==> src/rtl/prb_pkg.sv <==
// Shared constants, colour type and modular window-distance helper for the
// pixel reorder buffer.
package prb_pkg;

  localparam int PRB_H_RES    = 640;
  localparam int PRB_V_RES    = 480;
  localparam int PRB_RBG_SIZE = 24;

  typedef logic [PRB_RBG_SIZE-1:0] colour_t;

  // Distance from head to seq around a frame of 'frame' pixels, computed by
  // comparison so it is correct when frame is not a power of two.
  function automatic logic [31:0] seq_dist(input logic [31:0] seq,
                                           input logic [31:0] head,
                                           input logic [31:0] frame);
    if (seq >= head) return seq - head;
    else             return seq + frame - head;
  endfunction

endpackage

==> src/rtl/prb_raster_cnt.sv <==
// Raster position of the pixel at the head of the reorder window; advances
// one pixel per pop and wraps at line and frame boundaries.
module prb_raster_cnt #(
  parameter int H_RES   = 640,
  parameter int V_RES   = 480,
  parameter int COORD_W = 16
) (
  input  logic               clk_i,
  input  logic               rst_ni,
  input  logic               flush_i,
  input  logic               pop_i,
  output logic [COORD_W-1:0] x_o,
  output logic [COORD_W-1:0] y_o,
  output logic               sof_o,
  output logic               eol_o
);

  localparam logic [COORD_W-1:0] X_LAST = COORD_W'(H_RES - 1);
  localparam logic [COORD_W-1:0] Y_LAST = COORD_W'(V_RES - 1);

  logic [COORD_W-1:0] x_q, x_d;
  logic [COORD_W-1:0] y_q, y_d;

  always_comb begin
    x_d = x_q;
    y_d = y_q;
    if (flush_i) begin
      x_d = '0;
      y_d = '0;
    end else if (pop_i) begin
      if (x_q == X_LAST) begin
        x_d = '0;
        y_d = (y_q == Y_LAST) ? '0 : y_q + 1'b1;
      end else begin
        x_d = x_q + 1'b1;
      end
    end
  end

  always_ff @(posedge clk_i or negedge rst_ni) begin
    if (!rst_ni) begin
      x_q <= '0;
      y_q <= '0;
    end else begin
      x_q <= x_d;
      y_q <= y_d;
    end
  end

  assign x_o   = x_q;
  assign y_o   = y_q;
  assign sof_o = (x_q == '0) && (y_q == '0);
  assign eol_o = (x_q == X_LAST);

endmodule

==> src/rtl/pixel_reorder_buffer.sv <==
// Sliding-window reorder buffer: NUM_CH out-of-order engine results are
// released in raster order. Optional PRB_STATS_EN adds occupancy/stall_cnt.
module pixel_reorder_buffer
  import prb_pkg::*;
#(
  parameter int NUM_CH       = 4,
  parameter int DEPTH        = 16,
  parameter int RBG_SIZE     = PRB_RBG_SIZE,
  parameter int H_RES        = PRB_H_RES,
  parameter int V_RES        = PRB_V_RES,
  parameter int FRAME_PIXELS = H_RES * V_RES,
  parameter int SEQ_W        = $clog2(FRAME_PIXELS),
  parameter int COORD_W      = 16
) (
  input  logic                       clk,
  input  logic                       reset_n,
  input  logic                       flush,
  input  logic [NUM_CH-1:0]          in_valid,
  output logic [NUM_CH-1:0]          in_ready,
  input  logic [NUM_CH*SEQ_W-1:0]    in_seq,
  input  logic [NUM_CH*RBG_SIZE-1:0] in_colour,
  output logic                       out_valid,
  input  logic                       out_ready,
  output logic [RBG_SIZE-1:0]        out_colour,
  output logic [COORD_W-1:0]         out_x,
  output logic [COORD_W-1:0]         out_y,
  output logic                       out_sof,
  output logic                       out_eol,
  output logic                       err_dup
`ifdef PRB_STATS_EN
  ,
  output logic [$clog2(DEPTH+1)-1:0] occupancy,
  output logic [31:0]                stall_cnt
`endif
);

  localparam int SLOT_W = $clog2(DEPTH);
  localparam logic [SEQ_W-1:0] LAST_SEQ = SEQ_W'(FRAME_PIXELS - 1);

  logic [RBG_SIZE-1:0] colour_q [DEPTH];
  logic [DEPTH-1:0]    vld_q, vld_d;
  logic [SEQ_W-1:0]    head_q, head_d;
  logic                err_q, err_d;

  logic [DEPTH-1:0]    wr_en;
  logic [RBG_SIZE-1:0] wr_data [DEPTH];
  logic [SLOT_W-1:0]   ch_slot [NUM_CH];
  logic                dup;
  logic                pop;
  logic [SLOT_W-1:0]   head_slot;

  assign head_slot = head_q[SLOT_W-1:0];

  // Ready depends only on the current head and the offered seq, never on valid.
  always_comb begin
    for (int c = 0; c < NUM_CH; c++) begin
      ch_slot[c]  = in_seq[c*SEQ_W +: SLOT_W];
      in_ready[c] = reset_n
                    && (in_seq[c*SEQ_W +: SEQ_W] <= LAST_SEQ)
                    && (seq_dist(32'(in_seq[c*SEQ_W +: SEQ_W]), 32'(head_q),
                                 32'(FRAME_PIXELS)) < 32'(DEPTH));
    end
  end

  // Walk channels high to low so the lowest index lands last and wins a slot.
  always_comb begin
    wr_en = '0;
    dup   = 1'b0;
    for (int s = 0; s < DEPTH; s++) wr_data[s] = '0;
    for (int c = NUM_CH - 1; c >= 0; c--) begin
      if (in_valid[c] && in_ready[c]) begin
        if (wr_en[ch_slot[c]] || vld_q[ch_slot[c]]) dup = 1'b1;
        wr_en[ch_slot[c]]   = 1'b1;
        wr_data[ch_slot[c]] = in_colour[c*RBG_SIZE +: RBG_SIZE];
      end
    end
  end

  assign pop = out_valid && out_ready;

  always_comb begin
    vld_d  = vld_q | wr_en;
    head_d = head_q;
    err_d  = err_q | dup;
    if (pop) begin
      vld_d[head_slot] = 1'b0;
      head_d = (head_q == LAST_SEQ) ? '0 : head_q + 1'b1;
    end
    if (flush) begin
      vld_d  = '0;
      head_d = '0;
      err_d  = 1'b0;
    end
  end

  always_ff @(posedge clk or negedge reset_n) begin
    if (!reset_n) begin
      vld_q  <= '0;
      head_q <= '0;
      err_q  <= 1'b0;
    end else begin
      vld_q  <= vld_d;
      head_q <= head_d;
      err_q  <= err_d;
    end
  end

  always_ff @(posedge clk) begin
    for (int s = 0; s < DEPTH; s++) begin
      if (wr_en[s] && !flush) colour_q[s] <= wr_data[s];
    end
  end

  assign out_valid  = vld_q[head_slot];
  assign out_colour = colour_q[head_slot];
  assign err_dup    = err_q;

  prb_raster_cnt #(
    .H_RES   (H_RES),
    .V_RES   (V_RES),
    .COORD_W (COORD_W)
  ) u_raster (
    .clk_i   (clk),
    .rst_ni  (reset_n),
    .flush_i (flush),
    .pop_i   (pop),
    .x_o     (out_x),
    .y_o     (out_y),
    .sof_o   (out_sof),
    .eol_o   (out_eol)
  );

`ifdef PRB_STATS_EN
  localparam int OCC_W = $clog2(DEPTH + 1);

  logic [OCC_W-1:0] occ_q;
  logic [31:0]      stall_q;

  always_ff @(posedge clk or negedge reset_n) begin
    if (!reset_n) begin
      occ_q   <= '0;
      stall_q <= '0;
    end else if (flush) begin
      occ_q   <= '0;
      stall_q <= '0;
    end else begin
      occ_q <= OCC_W'($countones(vld_q));
      if (|(in_valid & ~in_ready)) stall_q <= stall_q + 32'd1;
    end
  end

  assign occupancy = occ_q;
  assign stall_cnt = stall_q;
`endif

endmodule

==> config.mk <==
export PLATFORM = sky130hd
export DESIGN_NAME = pixel_reorder_buffer
export DESIGN_NICKNAME = d
export VERILOG_FILES = /design/src/rtl/prb_pkg.sv /design/src/rtl/prb_raster_cnt.sv /design/src/rtl/pixel_reorder_buffer.sv
export SDC_FILE = /design/constraint.sdc
export NUM_CORES = 2
export LEC_CHECK = 0
export BUFFER_PORTS_ARGS = -buffer_cell sky130_fd_sc_hd__buf_2
export CORE_MARGIN = 2
export CORE_UTILIZATION = 35
export DETAILED_ROUTE_END_ITERATION = 16
export GPL_TIMING_DRIVEN = 0
export PLACE_DENSITY = 0.47
export SETUP_SLACK_MARGIN = 0.4
export SLEW_MARGIN = 15
export SYNTH_ARGS = -nofsm -noshare
export SYNTH_HDL_FRONTEND = slang
export SYNTH_SLANG_ARGS = --single-unit
export TNS_END_PERCENT = 50
==> constraint.sdc <==
create_clock -name clk -period 11.6 [get_ports clk]
set_input_delay 2.32 -clock clk [delete_from_list [all_inputs] [get_ports clk]]
set_output_delay 2.32 -clock clk [all_outputs]
set_load 0.05 [all_outputs]
==> results.py <==
metrics = {
    "yosys": {
        "avgSynthCellArea_sq_um": 8.95,
        "synth.cells.most_frequent": "508 x nand2_1, 438 x a21oi_1, 395 x o21ai_0",
        "yosysWarnings": 0,
        "synth-seq-cells": 452,
        "synth-main-ff-cell": "edfxtp_1",
        "main_combinational_cell_family_by_area_after_synthesis": "compound AO/OA/AOI/OAI gates",
        "netlist_instances": 4684,
        "mappedNetlistArea_sq_um": 41900,
        "distinct_cells_synth": 116,
        "synth.most_common_cell": "nand2_1",
        "ys_top_cells_by_area": "edfxtp_1 27%, mux4_2 7.7%, a21oi_1 5.2%",
        "synth_xor_xnor_area_share_pct": 1.55,
        "yosys.area_share.simple_pct": 16.0,
        "synth_largest_type_area_fraction_pct": 27.5,
        "ys_async_sr_fraction_pct": 15.0,
        "synth_compound_gate_area_share_pct": 24.0,
        "synth-edff-count": 384,
        "post_synth_fa_ha_maj_area_fraction_pct": 7.68,
        "muxShareOfSynthArea_pct": 12.5,
        "ys_seq_area_share_pct": 31.5,
        "synth.largest_area_cell": "edfxtp_1",
        "syn_nets": 5088,
    },
    "clocking": {
        "clk_pin_slew_worst_paths_ns": 0.06,
        "cts_num_sinks": 452,
        "cts-root-buf": "clkbuf_16",
        "htreeDepth": 2,
        "clk_latency_ns": 0.68,
        "cts_tree": "yes",
        "cts_post_setup_buffers_inserted": 0,
        "tritoncts.num_buffers": 56,
        "clock_path_buffers": 3,
    },
    "power": {
        "seqPwrFrac_pct": 40.2,
        "p_switching_mw": 1.32,
        "cellPowerDensity_nw_per_um2": 91.8,
        "power.combinational.fraction_pct": 18.8,
        "power.switching_fraction_pct": 30.3,
        "fin_total_pwr_mw": 4.36,
        "power.static_leakage_nw": 18.1,
        "internal_dissipation_mw": 3.04,
        "max-vdd-ir-drop_v": 0.000119,
        "pwr-share-clk_pct": 41.0,
    },
    "critical_path": {
        "path_class": "reg -> reg",
        "r2r_slack_ns": 0.50,
        "cp_max_fo": 10,
        "reg2reg_to": "colour_q[9][1]$_DFFE_PP_",
        "critical_path.max_stage_delay_ns": 0.97,
        "crit_chain": "clkbuf_1 -> clkbuf_1 -> clkdlybuf4s15_1 -> inv_1 -> ha_1 -> ha_1 -> nor2b_1 -> o31ai_1 -> a21oi_1 -> o41ai_1 -> o21ai_0 -> xnor2_1 -> o41ai_1 -> buf_2 -> o21a_1 -> nand2_1 -> nor4_1 -> buf_2 -> clkbuf_1 -> o21ai_0 -> mux2_2",
        "cp_num_buf_inv": 7,
        "timing.critical_path.required_ns": 12.01,
        "element_type_at_the_critical_path_end": "register",
        "cp_common_cell": "clkbuf_1",
        "cpLargestDelayFamily": "buffers and inverters",
        "worst-r2r-cell-count": 21,
        "crit-reg2reg-launch": "head_q[1]$_DFFE_PN0P_",
        "critical-path-slowest-cell": "clkdlybuf4s15_1",
        "worst_setup_path_start_kind": "register",
        "worstSetupPathDepth": 21,
        "critical_path_arrival_ns": 11.51,
    },
    "worst_hold_path": {
        "hold_path_startpoint": "u_raster.y_o[15]$_DFFE_PN0P_",
        "hold-path-cell-count": 1,
        "hold_end": "u_raster.y_o[15]$_DFFE_PN0P_",
        "hold_class": "reg -> reg",
    },
    "floorplanning": {
        "die_w_microns": 350,
        "vertical_extent_of_the_die_microns": 350,
        "design.portCount": 244,
        "core_region_area_sq_um": 119000,
        "floorplan.initialDensity_pct": 35.1,
        "die_area_sq_um": 123000,
        "num_rows": 127,
    },
    "grt": {
        "grt_max_degree": 52,
        "grt_antenna_before_repair": 24,
        "grt.overflow.total": 0,
        "first_global_vias": 40745,
        "grt_first_pass_wirelength_mm": 307,
        "grt_util_overall_pct": 35.5,
    },
    "drt": {
        "drt-initial-drc-count": 6186,
        "wirelength_per_cell_microns": 33.9,
        "drc_errors": 0,
        "detail-route-antenna-nets": 0,
        "count_of_tritonroute_iterations_in_the_first_routing_pass": 9,
        "routed_via_density": 6.49,
        "finalWirelength_mm": 225,
        "routed-via-count": 43024,
    },
    "final_layout": {
        "area.growth.synth_to_final_pct": 13.3,
        "total_number_of_nets_in_the_final_design": 5363,
        "share_of_final_layout_standard_cells_stronger_than_drive_strength_1_pct": 14.9,
        "layoutNonFillerInstCount": 6631,
        "final.fill_count": 12119,
        "postLayoutCellArea_sq_um": 47500,
        "final_core_utilization_pct": 39.8,
    },
    "sta": {
        "drv_slew": 0,
        "maxSlewHeadroom_pct": 6.36,
        "timing.fmax_mhz": 90.1,
        "finalHoldViolCount": 0,
        "finalCriticalPeriod_ns": 11.10,
        "fin_ws_ns": 0.500,
        "finalSetupViolations": 0,
        "hold_slack_ns": 0.545,
        "tightest_slew_ns": 1.40,
        "timing.final.crit_share_pct": 95.7,
        "finalSetupTns_ns": 0,
        "fin_worst_skew_ns": 0.0290,
        "grt_setup_unrepaired": "false",
    },
    "placed_design": {
        "globalplace.congestion": 1.04,
        "hpwl_mm": 165,
        "postPlaceCellArea_sq_um": 45700,
        "dpl_worst_slack_ns": 0.957,
        "numPortBuffers": 192,
        "place.detailed.instances": 6512,
    },
    "status": {
        "status": "completed",
    },
    "run": {
        "max_cap_viol_count": 0,
    },
}
area by class of cell:
class	instances	area, sq um	share of cell area [%]
timing repair buffer	217	1500	3.15
clock inverter	31	294	0.619
tap	1612	2020	4.25
buffer	476	2010	4.23
sequential	452	13200	27.9
clock buffer	69	1490	3.14
multi-input combinational	3534	26100	54.9
antenna	18	45.0	0.0948
inverter	222	833	1.75
power groups by stage:
| stage | combinational, mW | clock (mW) | sequential, mW |
|---|---|---|---|
| after floorplan | 0.513 | 0 | 1.79 |
| after global placement | 0.798 | 0 | 1.78 |
| after detailed placement | 0.805 | 0 | 1.78 |
| after CTS | 0.808 | 1.80 | 1.75 |
| after global routing | 0.879 | 1.85 | 1.75 |
| final | 0.820 | 1.79 | 1.75 |
cell families (layout without fill, tap and decap cells):
family	after synthesis	after routing
compound gates	1536	1536
simple gates	1396	1396
buf+inv	698	1015
flops	452	452
mux	304	304
fa+ha+maj	224	224
xor+xnor	74	74
other cells	0	18
worst reg2reg max path, stage by stage (launching register included):
cell and delay, ns:
dfrtp_1 0.53, clkbuf_1 0.85, clkbuf_1 0.85, clkdlybuf4s15_1 0.98
inv_1 0.49, ha_1 0.38, ha_1 0.20, nor2b_1 0.14
o31ai_1 0.63, a21oi_1 0.24, o41ai_1 0.57, o21ai_0 0.20
xnor2_1 0.16, o41ai_1 0.96, buf_2 0.36, o21a_1 0.23
nand2_1 0.14, nor4_1 0.96, buf_2 0.47, clkbuf_1 0.76
o21ai_0 0.40, mux2_2 0.36
worst max path at each step:
stage                                       endpoint                  start  slack (ns)
after global placement     colour_q[7][14]$_DFFE_PP_  head_q[1]$_DFFE_PN0P_       -1.63
final                       colour_q[9][1]$_DFFE_PP_  head_q[1]$_DFFE_PN0P_        0.50
after floorplan                          in_ready[2]             in_seq[38]        3.43
after global routing                     in_ready[1]  head_q[1]$_DFFE_PN0P_        0.47
after CTS                                in_ready[1]  head_q[1]$_DFFE_PN0P_        0.50
after detailed placement  colour_q[15][14]$_DFFE_PP_  head_q[1]$_DFFE_PN0P_        0.96
repair_timing:
| item | CTS | global route |
|---|---|---|
| gates resized for setup | 0 | 2 |
| setup endpoints to repair | 0 | 1 |
| hold buffers | 0 | 0 |
registers in the layout, indices dropped and copies added, names as in the netlist:
signal / count
colour_q: 384
u_raster.x_o: 16
err_dup: 1
vld_q: 16
u_raster.y_o: 16
head_q: 19
cells in the final DEF (no fill, tap or decap), types with 21 or more instances in the layout:
cell type,synthesis,layout
a31oi_1,30,27
nor4_1,31,29
a221oi_1,35,35
edfxtp_1,384,384
mux2_2,67,67
o21ai_1,42,42
or3_1,21,21
a221o_1,77,77
buf_2,51,248
clkbuf_16,0,58
nand2b_1,27,27
o21ai_0,395,395
nor2b_1,33,33
ha_1,168,168
nand4_1,39,39
o311ai_0,80,80
nand2_1,508,508
xor2_1,36,36
dfrtp_1,68,68
inv_1,219,219
a21oi_1,438,437
and3_1,39,39
xnor2_1,38,38
a21o_1,25,25
nand3_1,135,135
o21a_1,40,40
mux2_1,21,21
mux4_2,144,144
a22o_1,50,50
fa_1,56,56
mux2_4,60,60
clkbuf_1,387,384
nor2_1,381,369
nor3_1,50,50
a22oi_1,103,103
layer usage:
metal | global-route usage (%) | vias up | share of wire [%]
li1 | - | 18156 | -
met1 | 44.0 | 21255 | 38
met2 | 55.6 | 2874 | 45
met3 | 10.9 | 725 | 11
met4 | 18.1 | 14 | 6.1
met5 | 0.392 | - | 0.061
(Power assumes the default switching activity.)
